File: src/rtl/cipher_pkg.sv
// Shared constants and types for the cipher dispatch front end.
// Channel indices, serializer states and the word-to-byte ratio helper.
package cipher_pkg;

  localparam int CH_CAESAR  = 0;
  localparam int CH_SCYTALE = 1;
  localparam int CH_ZIGZAG  = 2;

  typedef enum logic {
    IDLE,
    SHIFT
  } ser_state_t;

  function automatic int cipher_bytes(
    input int mst_w,
    input int sys_w
  );
    return mst_w / sys_w;
  endfunction

endpackage

File: src/rtl/cipher_fifo.sv
// Synchronous FIFO holding tagged ciphertext words.
// Full/empty come from a registered occupancy counter.
module cipher_fifo #(
  parameter int WIDTH = 34,
  parameter int DEPTH = 4
) (
  input  logic             clk,
  input  logic             rst_n,
  input  logic             i_push,
  input  logic [WIDTH-1:0] i_wdata,
  input  logic             i_pop,
  output logic [WIDTH-1:0] o_rdata,
  output logic             o_full,
  output logic             o_empty
);

  localparam int AW = $clog2(DEPTH);

  logic [WIDTH-1:0] r_mem [DEPTH];
  logic [AW-1:0]    r_wptr;
  logic [AW-1:0]    r_rptr;
  logic [AW:0]      r_count;

  always_ff @(posedge clk or negedge rst_n) begin
    if (!rst_n) begin
      for (int i = 0; i < DEPTH; i++) r_mem[i] <= '0;
      r_wptr  <= '0;
      r_rptr  <= '0;
      r_count <= '0;
    end else begin
      if (i_push) begin
        r_mem[r_wptr] <= i_wdata;
        r_wptr        <= r_wptr + AW'(1);
      end
      if (i_pop) r_rptr <= r_rptr + AW'(1);
      r_count <= r_count + (AW+1)'(i_push) - (AW+1)'(i_pop);
    end
  end

  assign o_rdata = r_mem[r_rptr];
  assign o_full  = (r_count == (AW+1)'(DEPTH));
  assign o_empty = (r_count == '0);

endmodule

File: src/rtl/cipher_dispatch.sv
// Buffered word-to-byte dispatcher feeding NUM_CH decryption engines.
// Optional byte counter enabled by CIPHER_DISPATCH_STATS_EN.
module cipher_dispatch
  import cipher_pkg::*;
#(
  parameter int MST_DWIDTH = 32,
  parameter int SYS_DWIDTH = 8,
  parameter int NUM_CH     = 3,
  parameter int DEPTH      = 4,
  parameter int SEL_W      = 2
) (
  input  logic                         clk,
  input  logic                         rst_n,
  input  logic [SEL_W-1:0]             sel,
  input  logic [MST_DWIDTH-1:0]        data_i,
  input  logic                         valid_i,
  output logic                         busy,
  input  logic                         clr_i,
  output logic [NUM_CH*SYS_DWIDTH-1:0] ch_data_o,
  output logic [NUM_CH-1:0]            ch_valid_o,
  input  logic [NUM_CH-1:0]            ch_busy_i,
  input  logic [NUM_CH*SYS_DWIDTH-1:0] ch_data_i,
  input  logic [NUM_CH-1:0]            ch_valid_i,
  output logic [SYS_DWIDTH-1:0]        data_o,
  output logic                         valid_o,
  output logic                         sel_err,
  output logic                         ovf
`ifdef CIPHER_DISPATCH_STATS_EN
  ,
  output logic [15:0]                  byte_cnt
`endif
);

  localparam int BYTES = cipher_bytes(MST_DWIDTH, SYS_DWIDTH);
  localparam int CW    = (BYTES > 1) ? $clog2(BYTES) : 1;
  localparam int FW    = MST_DWIDTH + SEL_W;
  localparam logic [SEL_W:0] NCH = (SEL_W+1)'(NUM_CH);

  ser_state_t r_state;
  ser_state_t w_state_nxt;

  logic [MST_DWIDTH-1:0]        r_sr;
  logic [CW-1:0]                r_cnt;
  logic [SEL_W-1:0]             r_act_ch;
  logic [NUM_CH-1:0]            r_ch_valid;
  logic [NUM_CH*SYS_DWIDTH-1:0] r_ch_data;
  logic [SYS_DWIDTH-1:0]        r_data_o;
  logic                         r_valid_o;
  logic                         r_sel_err;
  logic                         r_ovf;

  logic          w_sel_ok;
  logic          w_full;
  logic          w_empty;
  logic          w_push;
  logic          w_pop;
  logic          w_issue;
  logic          w_ch_busy;
  logic [FW-1:0] w_rdata;

  assign w_sel_ok  = ({1'b0, sel} < NCH);
  assign w_push    = valid_i && !w_full && w_sel_ok;
  assign w_ch_busy = ch_busy_i[r_act_ch];

  cipher_fifo #(
    .WIDTH (FW),
    .DEPTH (DEPTH)
  ) u_fifo (
    .clk     (clk),
    .rst_n   (rst_n),
    .i_push  (w_push),
    .i_wdata ({sel, data_i}),
    .i_pop   (w_pop),
    .o_rdata (w_rdata),
    .o_full  (w_full),
    .o_empty (w_empty)
  );

  always_ff @(posedge clk or negedge rst_n) begin
    if (!rst_n) r_state <= IDLE;
    else        r_state <= w_state_nxt;
  end

  // Last byte and next pop share a cycle so words run back-to-back.
  always_comb begin
    w_state_nxt = r_state;
    w_pop       = 1'b0;
    w_issue     = 1'b0;
    unique case (r_state)
      IDLE: begin
        if (!w_empty) begin
          w_pop       = 1'b1;
          w_state_nxt = SHIFT;
        end
      end
      SHIFT: begin
        if (!w_ch_busy) begin
          w_issue = 1'b1;
          if (r_cnt == '0) begin
            if (!w_empty) w_pop = 1'b1;
            else          w_state_nxt = IDLE;
          end
        end
      end
      default: w_state_nxt = IDLE;
    endcase
  end

  always_ff @(posedge clk or negedge rst_n) begin
    if (!rst_n) begin
      r_sr       <= '0;
      r_cnt      <= '0;
      r_act_ch   <= '0;
      r_ch_valid <= '0;
      r_ch_data  <= '0;
      r_data_o   <= '0;
      r_valid_o  <= 1'b0;
      r_sel_err  <= 1'b0;
      r_ovf      <= 1'b0;
    end else begin
      r_ch_valid <= '0;
      r_ch_data  <= '0;
      if (w_issue) begin
        r_ch_valid[r_act_ch] <= 1'b1;
        r_ch_data[int'(r_act_ch)*SYS_DWIDTH +: SYS_DWIDTH] <=
          r_sr[MST_DWIDTH-1 -: SYS_DWIDTH];
        r_sr  <= r_sr << SYS_DWIDTH;
        r_cnt <= r_cnt - CW'(1);
      end
      if (w_pop) begin
        r_sr     <= w_rdata[MST_DWIDTH-1:0];
        r_act_ch <= w_rdata[FW-1 -: SEL_W];
        r_cnt    <= CW'(BYTES-1);
      end
      r_data_o  <= ch_data_i[int'(r_act_ch)*SYS_DWIDTH +: SYS_DWIDTH];
      r_valid_o <= ch_valid_i[r_act_ch];
      r_sel_err <= (valid_i && !w_sel_ok) || (r_sel_err && !clr_i);
      r_ovf     <= (valid_i && w_full) || (r_ovf && !clr_i);
    end
  end

`ifdef CIPHER_DISPATCH_STATS_EN
  logic [15:0] r_byte_cnt;

  always_ff @(posedge clk or negedge rst_n) begin
    if (!rst_n)                             r_byte_cnt <= '0;
    else if (clr_i)                         r_byte_cnt <= '0;
    else if (w_issue && r_byte_cnt != '1)   r_byte_cnt <= r_byte_cnt + 16'd1;
  end

  assign byte_cnt = r_byte_cnt;
`endif

  assign busy       = w_full;
  assign ch_valid_o = r_ch_valid;
  assign ch_data_o  = r_ch_data;
  assign data_o     = r_data_o;
  assign valid_o    = r_valid_o;
  assign sel_err    = r_sel_err;
  assign ovf        = r_ovf;

endmodule

File: config.mk
export PLATFORM = sky130hd
export DESIGN_NAME = cipher_dispatch
export DESIGN_NICKNAME = d
export VERILOG_FILES = /design/src/rtl/cipher_pkg.sv /design/src/rtl/cipher_fifo.sv /design/src/rtl/cipher_dispatch.sv
export SDC_FILE = /design/constraint.sdc
export NUM_CORES = 1
export LEC_CHECK = 0
export BUFFER_PORTS_ARGS = -buffer_cell sky130_fd_sc_hd__buf_2
export CELL_PAD_IN_SITES_DETAIL_PLACEMENT = 1
export CELL_PAD_IN_SITES_GLOBAL_PLACEMENT = 2
export CORE_MARGIN = 4
export CORE_UTILIZATION = 47
export CTS_BUF_LIST = sky130_fd_sc_hd__clkbuf_2 sky130_fd_sc_hd__clkbuf_4 sky130_fd_sc_hd__clkbuf_8
export DETAILED_ROUTE_END_ITERATION = 16
export GPL_TIMING_DRIVEN = 0
export PLACE_DENSITY_LB_ADDON = 0.1
export SLEW_MARGIN = 40
export SYNTH_ARGS = -nofsm -noshare
export SYNTH_HDL_FRONTEND = slang
export SYNTH_HIERARCHICAL = 1
export SYNTH_SLANG_ARGS = --single-unit
export TNS_END_PERCENT = 20
File: constraint.sdc
create_clock -name clk -period 4.34 [get_ports clk]
set_clock_uncertainty 0.15 [all_clocks]
set_input_delay 0.217 -clock clk [delete_from_list [all_inputs] [get_ports clk]]
set_output_delay 0.217 -clock clk [all_outputs]
set_load 0.01 [all_outputs]
==> results of run 1 <==
-- what timing repair did --
item                      4_1_cts  5_1_grt
gates resized for setup         0        0
hold buffers                   56        0
hold endpoints to repair      224        0
-- routing by layer --
layer  routed length (um)  share of wire
met1                 9171           0.41
met4                  519          0.023
met2                11700           0.53
met5                    0              0
met3                  756          0.034
-- power by group through the flow --
stage | combinational (mW) | sequential [mW] | clock [mW]
2_1_floorplan | 2.46 | 3.28 | 0
3_3_place_gp | 3.12 | 3.35 | 0
3_5_place_dp | 3.28 | 3.45 | 0
4_1_cts | 3.38 | 3.41 | 1.99
5_1_grt | 3.62 | 3.51 | 2.09
6_report | 3.32 | 3.41 | 1.93
-- metrics by stage --
| step | setup slack, ns | TNS [ns] | instances | power [mW] | hold WS, ns |
|---|---|---|---|---|---|
| 6_report | 1.212 | 0 | 1113 | 8.650 | 0.03647 |
| 5_1_grt | 1.026 | 0 | 1113 | 9.225 | 0.07641 |
| 4_1_cts | 1.173 | 0 | 1113 | 8.784 | 0.01157 |
| 3_5_place_dp | 1.208 | 0 | 988 | 6.725 | 0.09480 |
| 3_3_place_gp | -0.5007 | -105.46 | 986 | 6.471 | 0.2664 |
| 2_1_floorplan | 1.594 | 0 | 610 | 5.740 | -0.2286 |
-- how the worst min path moves through the flow --
stage | from | endpoint | cells after the start
2_1_floorplan | rst_n | ch_data_o[0]$_DFF_PN0_ | 0
3_5_place_dp | rst_n | u_fifo/r_mem[88]$_DFFE_PN0P_ | 1
4_1_cts | ch_busy_i[1] | r_state$_DFF_PN0_ | 5
3_3_place_gp | clr_i | sel_err$_DFF_PN0_ | 2
6_report | ch_busy_i[1] | r_state$_DFF_PN0_ | 5
5_1_grt | ch_busy_i[1] | r_state$_DFF_PN0_ | 5
-- flip-flops by register name, indices dropped and copies added (netlist names), 2 cells and up --
name            cells
u_fifo/r_mem      136
r_cnt               2
u_fifo/r_wptr       2
ch_data_o          24
ch_valid_o          3
data_o              8
r_sr               32
u_fifo/r_count      3
r_act_ch            2
u_fifo/r_rptr       2
-- logic make-up after synthesis --
kind of cell               count (synthesis)
AOI/OAI and AO/OA                         17
xor gates and xnor gates                   6
adders and majority gates                 12
buffers and inverters                     55
DFF                                      218
muxes                                    238
and+or+nand+nor                           64
-- final cells by class --
| class | count | area (um2) | area share |
|---|---|---|---|
| plain buffers | 31 | 307.8 | 0.02582 |
| clock buffers | 53 | 685.7 | 0.05751 |
| clock inverters | 16 | 117.6 | 0.009865 |
| inverters | 24 | 90.09 | 0.007556 |
| multi-input cells | 337 | 3772 | 0.3164 |
| flip-flops and latches | 218 | 5455 | 0.4575 |
| well taps | 270 | 337.8 | 0.02833 |
| repair buffers | 164 | 1156 | 0.09697 |
-- worst min-delay path: stages --
cell and delay [ns]:
buf_2 0.07, nand3b_1 0.12, o211ai_2 0.14, nand2_1 0.06, nand2_1 0.06
-- cell usage in the layout, fill, tap and decap left out, drive strengths merged, types with 2 or more instances in the layout --
| master | synthesis | layout |
|---|---|---|
| dfrtp | 218 | 218 |
| mux2 | 186 | 186 |
| mux2i | 18 | 18 |
| clkbuf | 1 | 54 |
| nand2 | 27 | 27 |
| clkinv | 0 | 10 |
| ha | 11 | 11 |
| nor2 | 5 | 5 |
| xor2 | 2 | 2 |
| clkinvlp | 0 | 5 |
| nor4 | 2 | 2 |
| buf | 30 | 138 |
| inv | 24 | 24 |
| and2 | 24 | 24 |
| dlygate4sd3 | 0 | 56 |
| o211ai | 2 | 2 |
| xnor2 | 4 | 4 |
| o21ai | 12 | 12 |
| mux4 | 34 | 34 |
==> flow_summary.ini, run 1 <==
[outcome]
result_of_the_run = completed

[finish]
share_of_cells_above_drive_strength_1 = 0.4816
finish.net_count = 894
filler_cell_count = 1929
final_core_utilization = 0.5911
final_area_mm2 = 0.01192
syn_to_final_growth_pct = 23.87
antenna_cells_inserted = 0

[pwr]
p_sw_mw = 2.728
power_density_mw_per_mm2 = 725.5
power_frac_clock = 0.223
total_leakage_power_nw = 5.585
ir_drop_uv = 322.5
combPwrFrac = 0.383
power.sequential.fraction = 0.394
swShare = 0.3154
internal_power_mw = 5.922

[setup_path]
endpoint = u_fifo/r_count[2]$_DFF_PN0_
reg2reg_from = r_act_ch[1]$_DFFE_PN0P_
worst_setup_path_start_kind = flop
critical_path.max_stage_delay_ns = 0.41
crit_arrival_ns = 3.41
worst_path_max_delay_cell = a21oi_4
crit_chain = buf_2, mux2i_4, o211ai_2, a21oi_4, buf_4, ha_1, inv_1, ha_1, inv_1, fa_1, xnor2_1, xnor2_1
reg2reg_setup_slack_ns = 1.21
worst_ep_required_time_ns = 4.62
critPathBufInv = 4
cp-end-kind = flop
gate_family_responsible_for_the_most_delay_along_the_worst_path = adder cells
crit_path_start = r_act_ch[1]$_DFFE_PN0P_
crit_type = flop to flop
ff2ff_path_depth = 12
r2r_end = u_fifo/r_count[2]$_DFF_PN0_
crit_fanout = 12
instance_count_on_the_critical_path = 12

[floorplan]
initial_core_util = 0.4772
chipWidth_um = 151.1
num_rows = 52
core_area_mm2 = 0.02017
die_y_um = 151.1
die_area_mm2 = 0.02283
ios = 107

[synthesis]
yosys-mux-area-fraction = 0.3195
syn-num-nets = 690
synth_edf_count = 0
synth_largest_area_cell = dfrtp_1
synthesis.yosys.warnings = 6
dominant_combinational_cell_family_by_area_after_synthesis = multiplexers
synth-seq-area-share = 0.5667
synthTopCellsByArea = dfrtp_1 (57%), mux2_2 (19%), mux4_2 (6.6%), mux2_1 (2.9%), buf_6 (1.9%)
post_synth_and_or_nand_nor_area_fraction = 0.03835
number_of_standard_cells_after_synthesis = 610
mappedNetlistArea_mm2 = 0.009625
asyncSetResetFlopFracSynth = 1.000
yosys.area.top_type_share = 0.5667
post_synth_xor_area_fraction = 0.005460
post_synth.cell_area_avg_um2 = 15.78
synth_compound_gate_area_share = 0.01222
synthesized_area_fraction_occupied_by_adder_cells = 0.01638
synthFlopType = dfrtp_1
netlist-cell-type-count = 34
yosys_register_bits = 218
ys_top_cells_by_count = dfrtp_1 (218), mux2_2 (161), mux4_2 (28)
top_count_cell_post_synth = dfrtp_1

[sta]
setup_violations = 0
maxSlewHeadroom = 0.5410
clock_period_minus_worst_slack_ns = 3.128
timing.final.hold_violations = 0
final-max-slew-violation-count = 0
worst-slew-pin-transition_ns = 0.6866
max_clock_freq_mhz = 319.7
final.period_utilization = 0.7207
rsz0062_at_grt = false

[global_routing]
grt_pass1_vias = 6528
grt_start_max_net_pins = 80
grt.met3_usage = 0.03890
grt_overflow_total = 0
layer_with_the_highest_usage = met2
grt_first_pass_wirelength_um = 35580
antenna_found_initial = 0
grtUsageMet2 = 0.3572
grt_use_met1 = 0.2574
total_grt_usage = 0.2030

[placement]
placement.cell_area_mm2 = 0.01056
place_congestion = 0.7081
detailed_placement_wirelength_estimate_um = 15410
count_of_buffers_inserted_at_the_top_level_ports = 106

[detailed_routing]
post_drt_via_cell_ratio = 5.118
initial_drt_pass_iterations = 4
mean_routed_wirelength_per_cell_um = 19.90
drc_errors = 0
postRouteWirelength_um = 22150
antenna_violating_nets_post_route = 0
detail_route.iter0.violations = 176
via_count_of_the_routed_design = 5696

[clock_tree]
number_of_sinks_on_the_clock_net = 218
cts_tree = done
root_buffer_cell = clkbuf_8
insertion_delay_ns = 0.53
clk_pin_slew_worst_paths_ns = 0.07
htree_num_levels = 2
cts_setup_buffers = 0
number_of_buffers_created_by_cts = 38
cts-root-to-sink-buffers = 3

[flow_run]
max_capacitance_violation_total = 0

[hold_path]
worstHoldPathType = input pin to flop
(Power assumes the default switching activity.)
==> inputs of run 2 (changes only) <==
--- a/config.mk
+++ b/config.mk
@@ -9,7 +9,7 @@
 export CELL_PAD_IN_SITES_DETAIL_PLACEMENT = 1
 export CELL_PAD_IN_SITES_GLOBAL_PLACEMENT = 2
 export CORE_MARGIN = 4
-export CORE_UTILIZATION = 47
+export CORE_UTILIZATION = 44
 export CTS_BUF_LIST = sky130_fd_sc_hd__clkbuf_2 sky130_fd_sc_hd__clkbuf_4 sky130_fd_sc_hd__clkbuf_8
 export DETAILED_ROUTE_END_ITERATION = 16
 export GPL_TIMING_DRIVEN = 0
==> constraint.sdc (replaced) <==
create_clock -name clk -period 3.1 [get_ports clk]
set_clock_uncertainty 0.15 [all_clocks]
set_input_delay 0.155 -clock clk [delete_from_list [all_inputs] [get_ports clk]]
set_output_delay 0.155 -clock clk [all_outputs]
set_load 0.01 [all_outputs]
==> flow_summary.ini, run 2 (synthesis results as in run 1) <==
[outcome]
result_of_the_run = completed

[placement]
detailed_placement_wirelength_estimate_um = 15610
placement.cell_area_mm2 = 0.01059
count_of_buffers_inserted_at_the_top_level_ports = 106
place_congestion = 0.7704
dp_slack_ns = -0.05642

[sta]
worst-slew-pin-transition_ns = 0.7407
final.period_utilization = 0.9175
rsz0062_at_grt = false
maxSlewHeadroom = 0.5062
setup_violations = 0
timing.setup.tns_ns = 0
clock_period_minus_worst_slack_ns = 2.844
fin_ws_ns = 0.2557
timing.final.hold_violations = 0
final-max-slew-violation-count = 0
max_clock_freq_mhz = 351.6

[global_routing]
grt_pass1_vias = 6628
total_grt_usage = 0.1928
grt_start_max_net_pins = 62
grt_overflow_total = 0
antenna_found_initial = 0
grt_first_pass_wirelength_um = 36500

[detailed_routing]
initial_drt_pass_iterations = 4
post_drt_via_cell_ratio = 5.100
antenna_violating_nets_post_route = 0
detail_route.iter0.violations = 184
drc_errors = 0
postRouteWirelength_um = 22620
mean_routed_wirelength_per_cell_um = 20.27
via_count_of_the_routed_design = 5692

[finish]
share_of_cells_above_drive_strength_1 = 0.4804
antenna_cells_inserted = 0
syn_to_final_growth_pct = 24.30
finish.net_count = 899
mostFrequentLayoutCell = dfrtp_1
mostFrequentLayoutCells = dfrtp_1 (218), mux2_2 (161), buf_2 (111)
sequential_cell_area_mm2 = 0.005455
registers.top_by_ff_count = u_fifo/r_mem
final_area_mm2 = 0.01196
final_core_utilization = 0.5620
multi_input_area_mm2 = 0.003777
filler_cell_count = 2065
largest_reg_flops = 136

[pwr]
total_leakage_power_nw = 5.614
power_density_mw_per_mm2 = 1018
ir_drop_uv = 421.3

[flow_run]
max_capacitance_violation_total = 0

[setup_path]
critPathBufInv = 4
critical_path.max_stage_delay_ns = 0.38
crit_fanout = 12
cp-end-kind = flop
worst_setup_path_start_kind = flop
worst_ep_required_time_ns = 3.34
crit_type = flop to flop
crit_arrival_ns = 3.09
crit_chain = buf_2, mux2i_4, o211ai_2, a21oi_4, buf_4, ha_1, inv_1, ha_1, inv_1, fa_1, xnor2_1, xnor2_1
worst_path_max_delay_cell = fa_1
gate_family_responsible_for_the_most_delay_along_the_worst_path = adder cells

[clock_tree]
number_of_sinks_on_the_clock_net = 218
root_buffer_cell = clkbuf_8
clk_pin_slew_worst_paths_ns = 0.06
cts-root-to-sink-buffers = 3
insertion_delay_ns = 0.51
htree_num_levels = 2
number_of_buffers_created_by_cts = 40
cts_tree = done

[floorplan]
num_rows = 53
core_area_mm2 = 0.02129
chipWidth_um = 155.9
ios = 107
die_area_mm2 = 0.02431
initial_core_util = 0.4522
die_y_um = 155.9

[hold_path]
worstHoldPathType = input pin to async pin
-- run 2: cell types whose count changed in the layout (fill, tap and decap cells not counted), moves of 4 or more --
cell,delta
clkinv_2,-8
clkbuf_4,+5
clkbuf_8,+4
clkinvlp_4,-5
-- run 2: path summary, 6_finish.rpt --
kind / end / start / depth (start not counted) / slack [ns]
setup / recovery: u_fifo/r_count[2]$_DFF_PN0_ / r_act_ch[1]$_DFFE_PN0P_ / 12 / 0.26
hold / removal: u_fifo/r_mem[19]$_DFFE_PN0P_ / rst_n / 2 / 0.03
setup reg to reg: u_fifo/r_count[2]$_DFF_PN0_ / r_act_ch[1]$_DFFE_PN0P_ / 12 / 0.26
hold reg to reg: r_cnt[1]$_DFFE_PN0P_ / r_cnt[1]$_DFFE_PN0P_ / 1 / 0.35
max in group asynchronous: u_fifo/r_mem[70]$_DFFE_PN0P_ / rst_n / 4 / 1.81
min in group clk: r_state$_DFF_PN0_ / ch_busy_i[2] / 5 / 0.06
-- run 2: metal layers --
metal,vias to the layer above,GRT usage,part of all wire
met5,-,0,0
met4,0,0.04252,0.014
met3,29,0.04050,0.050
met2,133,0.3293,0.50
met1,2932,0.2559,0.44
li1,2598,-,-
-- run 2: final cells by class --
class | count | share of cell area
tap | 275 | 0.02876
buffer | 31 | 0.02573
inverter | 24 | 0.007530
multi-input combinational | 337 | 0.3157
clock buffer | 62 | 0.06505
sequential | 218 | 0.4560
clock inverter | 2 | 0.0008366
timing repair buffer | 167 | 0.1004
-- run 2: through the flow --
step	total power [mW]	instances	hold slack [ns]
2_1_floorplan	8.037	610	-0.2906
3_3_place_gp	9.121	991	0.2076
3_5_place_dp	9.467	994	-0.02414
4_1_cts	12.36	1116	0.01806
5_1_grt	13.00	1116	0.03519
6_report	12.17	1116	0.03260
-- run 2: where the power goes --
part	switching, mW	internal [mW]
clock	1.10	1.57
sequential	0.674	4.11
combinational	2.04	2.67
-- run 2: repair_timing --
item / in CTS / in global routing
hold buffers: 57 / 0
hold endpoints to repair: 253 / 0
buffers inserted: 1 / 0
setup endpoints to repair: 1 / 0
gates resized for setup: 1 / 0
